===== config.mk =====
export PLATFORM = sky130hd
export DESIGN_NAME = inv_row_shift_round
export DESIGN_NICKNAME = d
export VERILOG_FILES = /design/src/rtl/inv_row_shift_round.sv
export SDC_FILE = /design/constraint.sdc
export NUM_CORES = 1
export LEC_CHECK = 0
export ABC_AREA = 1
export ABC_CLOCK_PERIOD_IN_PS = 2800
export CELL_PAD_IN_SITES_DETAIL_PLACEMENT = 1
export CELL_PAD_IN_SITES_GLOBAL_PLACEMENT = 1
export CORE_MARGIN = 5
export CORE_UTILIZATION = 29
export CTS_CLUSTER_SIZE = 14
export DETAILED_ROUTE_END_ITERATION = 16
export PLACE_DENSITY = 0.87
export SYNTH_ARGS = -nofsm -noshare
export SYNTH_HDL_FRONTEND = slang
export SYNTH_SLANG_ARGS = --single-unit

===== constraint.sdc =====
create_clock -name clk -period 2.8 [get_ports clk]
set_input_delay 0.56 -clock clk [delete_from_list [all_inputs] [get_ports clk]]
set_output_delay 0.56 -clock clk [all_outputs]
set_load 0.01 [all_outputs]

===== src/rtl/inv_row_shift_round.sv =====
// Inverse AES round tail: AddRoundKey, optional InvMixColumns (one column per
// cycle), then InvShiftRows applied combinationally on the output side.
// One transaction in flight at a time; the result is held until out_ready.
module inv_row_shift_round (
    input  logic         clk,
    input  logic         rst,
    input  logic         in_valid,
    output logic         in_ready,
    input  logic [127:0] in_state,
    input  logic [127:0] in_key,
    input  logic         mix_en,
    output logic         out_valid,
    input  logic         out_ready,
    output logic [127:0] out_data
);

    typedef enum logic [1:0] {
        IDLE = 2'd0,
        MIX  = 2'd1,
        DONE = 2'd2
    } state_t;

    state_t       state_q, state_d;
    logic [127:0] work_q, work_d;
    logic [1:0]   col_cnt_q, col_cnt_d;
    logic         mix_en_q, mix_en_d;

    logic [31:0]  work_col [4];
    logic [31:0]  sel_col;
    logic [31:0]  mixed_col;

    // GF(2^8) multiply by x, reduction polynomial 0x11B.
    function automatic logic [7:0] xtime(input logic [7:0] b);
        return {b[6:0], 1'b0} ^ (b[7] ? 8'h1b : 8'h00);
    endfunction

    // InvMixColumns on one column; byte [31:24] is row 0.
    function automatic logic [31:0] inv_mix_col(input logic [31:0] col);
        logic [7:0] a   [4];
        logic [7:0] x2  [4];
        logic [7:0] x4  [4];
        logic [7:0] x8  [4];
        logic [7:0] m9  [4];
        logic [7:0] mb  [4];
        logic [7:0] md  [4];
        logic [7:0] me  [4];
        for (int i = 0; i < 4; i++) begin
            a[i]  = col[31-8*i -: 8];
            x2[i] = xtime(a[i]);
            x4[i] = xtime(x2[i]);
            x8[i] = xtime(x4[i]);
            m9[i] = x8[i] ^ a[i];
            mb[i] = x8[i] ^ x2[i] ^ a[i];
            md[i] = x8[i] ^ x4[i] ^ a[i];
            me[i] = x8[i] ^ x4[i] ^ x2[i];
        end
        return {me[0] ^ mb[1] ^ md[2] ^ m9[3],
                m9[0] ^ me[1] ^ mb[2] ^ md[3],
                md[0] ^ m9[1] ^ me[2] ^ mb[3],
                mb[0] ^ md[1] ^ m9[2] ^ me[3]};
    endfunction

    // Split the working state into its four columns for the mix datapath.
    generate
        for (genvar gi = 0; gi < 4; gi++) begin : g_cols
            assign work_col[gi] = work_q[127-32*gi -: 32];
        end
    endgenerate

    assign sel_col   = work_col[col_cnt_q];
    assign mixed_col = inv_mix_col(sel_col);

    // InvShiftRows: out col c, row r takes work col (c-r) mod 4, row r.
    generate
        for (genvar gi = 0; gi < 16; gi++) begin : g_shift
            localparam int C   = gi / 4;
            localparam int R   = gi % 4;
            localparam int SRC = ((C - R + 4) % 4) * 4 + R;
            assign out_data[127-8*gi -: 8] = work_q[127-8*SRC -: 8];
        end
    endgenerate

    assign in_ready  = (state_q == IDLE) && !rst;
    assign out_valid = (state_q == DONE);

    // Next-state and datapath update: accept, mix one column per cycle, hold.
    always_comb begin
        state_d   = state_q;
        work_d    = work_q;
        col_cnt_d = col_cnt_q;
        mix_en_d  = mix_en_q;
        case (state_q)
            IDLE: begin
                if (in_valid && in_ready) begin
                    work_d    = in_state ^ in_key;
                    mix_en_d  = mix_en;
                    col_cnt_d = 2'd0;
                    state_d   = mix_en ? MIX : DONE;
                end
            end
            MIX: begin
                // MIX is only entered with mix_en captured high; the guard
                // keeps a stray entry from corrupting the held state.
                if (mix_en_q) begin
                    for (int i = 0; i < 4; i++) begin
                        if (col_cnt_q == i[1:0]) begin
                            work_d[127-32*i -: 32] = mixed_col;
                        end
                    end
                end
                col_cnt_d = col_cnt_q + 2'd1;
                if (col_cnt_q == 2'd3) begin
                    state_d = DONE;
                end
            end
            DONE: begin
                if (out_ready) begin
                    state_d = IDLE;
                end
            end
            default: begin
                state_d = IDLE;
            end
        endcase
    end

    // State registers; reset wins over any handshake on the same edge.
    always_ff @(posedge clk) begin
        if (rst) begin
            state_q   <= IDLE;
            work_q    <= 128'h0;
            col_cnt_q <= 2'd0;
            mix_en_q  <= 1'b0;
        end else begin
            state_q   <= state_d;
            work_q    <= work_d;
            col_cnt_q <= col_cnt_d;
            mix_en_q  <= mix_en_d;
        end
    end

endmodule


==> results_dict.tcl <==
set metrics [dict create \
    worstSetupStartpointType "register" \
    avgSynthCellArea_um2 5.95 \
    ir_drop_uv 450 \
    worstSetupEndpointType "register" \
    required_ns 3.15 \
    finalNonFillerCells 2943 \
    hp-start "mix_en_q" \
    crit-reg2reg-capture "work_col[84]" \
    finalCritPeriodShare 0.985 \
    gr-total-overflow 0 \
    drt-total-wl_um 66500 \
    slowest_stage "dfxtp_4" \
    dp_hpwl_um 53300 \
    dr.first_iter.drc_count 957 \
    path_cells "buf_12 > nand2_1 > nand2_1 > nand2_1 > nand2_1 > nand2_1 > nand3_2 > nand3_1 > nand2_1 > nand2_1 > nand2_1 > nand2_1 > nand2_1 > inv_1 > nand2_1 > nand3_2 > a21oi_2" \
    synthToLayoutAreaGrowth_pct 50.3 \
    clock-sinks 133 \
    synth_flop_cell "dfxtp_1" \
    run_status "finished, final reports clean" \
    tightest_slew_ns 0.857 \
    start_util 0.292 \
    slew_viol_final 0 \
    dp_cells 2906 \
    nets 2663 \
    pwr_density_cell_nw_per_um2 805 \
    rows 74 \
    crit_fanout 21 \
    grt_start_max_net_pins 116 \
    slew_headroom 0.429 \
    min_path_type "reg2reg" \
    place.gp.congestion 1.01 \
    firstDrtPassIters 7 \
    syn-cell-area_um2 11900 \
    antenna_found_initial 0 \
    vias 15800 \
    drtAntennaViolNets 0 \
    cts-root-buf "clkbuf_16" \
    clk_latency_ns 0.45 \
    maxCapViolCount 0 \
    holdPathStages 2 \
    clock_skew_ns 0.0254 \
    cts_buffers 17 \
    synth_edf_count 0 \
    post-route-min-period_ns 2.76 \
    p_total_mw 14.4 \
    viasPerCell 5.36 \
    clockBufferDepth 2 \
    reg2reg_from "col_cnt_q[0]" \
    cp_slowest_stage_delay_ns 0.42 \
    ys_warn_count 0 \
    setup_slack_ns 0.0430 \
    reg2reg_depth 17 \
    avgRoutedWirePerCell_um 22.6 \
    clk_pin_slew_ns 0.06 \
    ys_types 34 \
    total_leakage_power_nw 7.70 \
    setup_violations 0 \
    cp_data_arrival_time_ns 3.11 \
    port_buffers 390 \
    async_flop_share 0 \
    preCtsSetupSlack_ns -0.112 \
    core-area_um2 40600 \
    syn-num-nets 2259 \
    grt_pass1_vias 16200 \
    syn_inst 1994 \
    cpMostUsedCell "nand2_1" \
    crit_type "reg2reg" \
    ctsHoldBuffers 0 \
    seq_area_frac_synth 0.225 \
    die_h_um 212 \
    fp.dieArea_um2 45000 \
    utilization 0.438 \
    drcViolationCount 0 \
    die_w_um 212 \
    pin_count 391 \
    rsz0062_at_grt "true" \
    final_hold_viol_count 0 \
    drive_gt1_frac 0.137 \
    htree_levels 4 \
    r2r_setup_slack_ns 0.04 \
    grt_pass1_wl_um 97000 \
    globalRouteTotalUtil 0.280 \
    hold_path_end "mix_en_q" \
    ys_ff_latch 133 \
    fmax_ghz 0.363 \
    cts_tree "done" \
]
## layout make-up
class,instances,area (um2)
flip-flops and latches,133,2670
fillers,5256,22800
diodes,1,2.50
multi-input cells,1682,8820
repair inverters,1,8.76
repair buffers,464,4600
clock buffers,18,439
inverters,99,392
well taps,532,666
clock inverters,13,220
## sequential cells by signal, indices dropped and copies added (netlist names)
| signal | count |
|---|---|
| col_cnt_q | 2 |
| mix_en_q | 1 |
| state_q | 2 |
| work_col | 128 |
## layer usage
metal,global-route usage,vias up,share of wire
li1,-,7416,-
met1,0.331,7588,0.41
met2,0.501,627,0.48
met3,0.0527,141,0.065
met4,0.112,0,0.047
met5,0,-,0
## cell usage after synthesis, types with 2 or more instances
master	n	area, um2
xnor2_1	31	272
xor2_2	5	81.3
a21oi_2	12	105
dfxtp_1	133	2660
inv_1	71	267
nand3_2	28	280
ha_1	4	50.1
buf_6	11	124
nand3_1	153	766
nand2_2	66	413
nand3b_1	5	37.5
xnor2_4	2	55.1
or2_1	3	18.8
a21oi_1	242	1210
buf_4	10	75.1
nand4_1	3	18.8
o21ai_1	4	20.0
a31oi_1	12	75.1
nor2_1	127	477
xor2_1	62	543
inv_2	27	101
o21ai_0	259	1300
nand2_1	640	2400
clkbuf_1	51	191
nor3_1	2	10.0
buf_2	8	40.0
nand2_4	16	180
## through the flow
step	instance area, um2	TNS [ns]	hold slack [ns]
4_1_cts	17400	0	0.483
6_report	17800	0	0.481
3_5_place_dp	16700	-1.82	0.472
3_3_place_gp	16700	-0.293	0.463
5_1_grt	17800	-1.44	0.503
2_1_floorplan	11900	0	0.442
## kinds of logic after synthesis
group / Yosys count / synth area share
buf+inv: 179 / 0.0681
simple gates: 1045 / 0.391
xor+xnor: 101 / 0.0816
flops: 133 / 0.225
fa+ha+maj: 4 / 0.00422
compound gates: 532 / 0.230
## critical path, delay by kind of cell (launching register included)
family	cells	cell delay (ns)
simple gates	14	1.75
flops	1	0.42
compound gates	1	0.25
buf+inv	2	0.24
## cell usage in the layout (no fill, tap or decap), types with 4 or more instances in the layout
| cell type | count |
|---|---|
| nand2_1 | 622 |
| clkdlybuf4s50_1 | 390 |
| o21ai_0 | 255 |
| a21oi_1 | 223 |
| nand3_1 | 147 |
| dfxtp_1 | 131 |
| nor2_1 | 126 |
| inv_1 | 69 |
| nand2_2 | 67 |
| buf_4 | 63 |
| xor2_1 | 56 |
| nand2_4 | 33 |
| a21oi_2 | 31 |
| xnor2_1 | 28 |
| nand3_2 | 26 |
| inv_2 | 25 |
| clkbuf_16 | 17 |
| a31oi_1 | 12 |
| xor2_2 | 11 |
| nand3_4 | 9 |
| buf_12 | 9 |
| nand3b_1 | 5 |
| bufinv_16 | 5 |
| clkinv_4 | 5 |
| xnor2_4 | 4 |
| o21ai_2 | 4 |
| ha_1 | 4 |
| inv_6 | 4 |
## how the worst max path moves through the flow
stage / start / endpoint / slack [ns] / cells after the start
final: col_cnt_q[0] / work_col[84] / 0.04 / 17
after CTS: col_cnt_q[0] / work_col[4] / 0.005 / 20
after floorplan: rst / work_col[94] / 0.71 / 10
after detailed placement: col_cnt_q[0] / work_col[83] / -0.11 / 17
after global placement: col_cnt_q[0] / work_col[83] / -0.05 / 17
after global routing: col_cnt_q[0] / work_col[91] / -0.07 / 17
## power breakdown
group	total, mW	internal [mW]	leakage [nW]	switching [mW]
clock	2.61	1.62	0.322	0.992
sequential	2.55	2.21	1.10	0.342
combinational	9.19	3.27	6.28	5.92
total	14.4	7.10	7.70	7.25
## what timing repair did
item	in CTS	in global routing
endpoints found under the setup margin	51	119
resized for setup	10	78
buffers inserted	0	3
hold endpoints to repair	0	0
gates cloned	1	1
pin swaps	0	5
(Power assumes the default switching activity.)
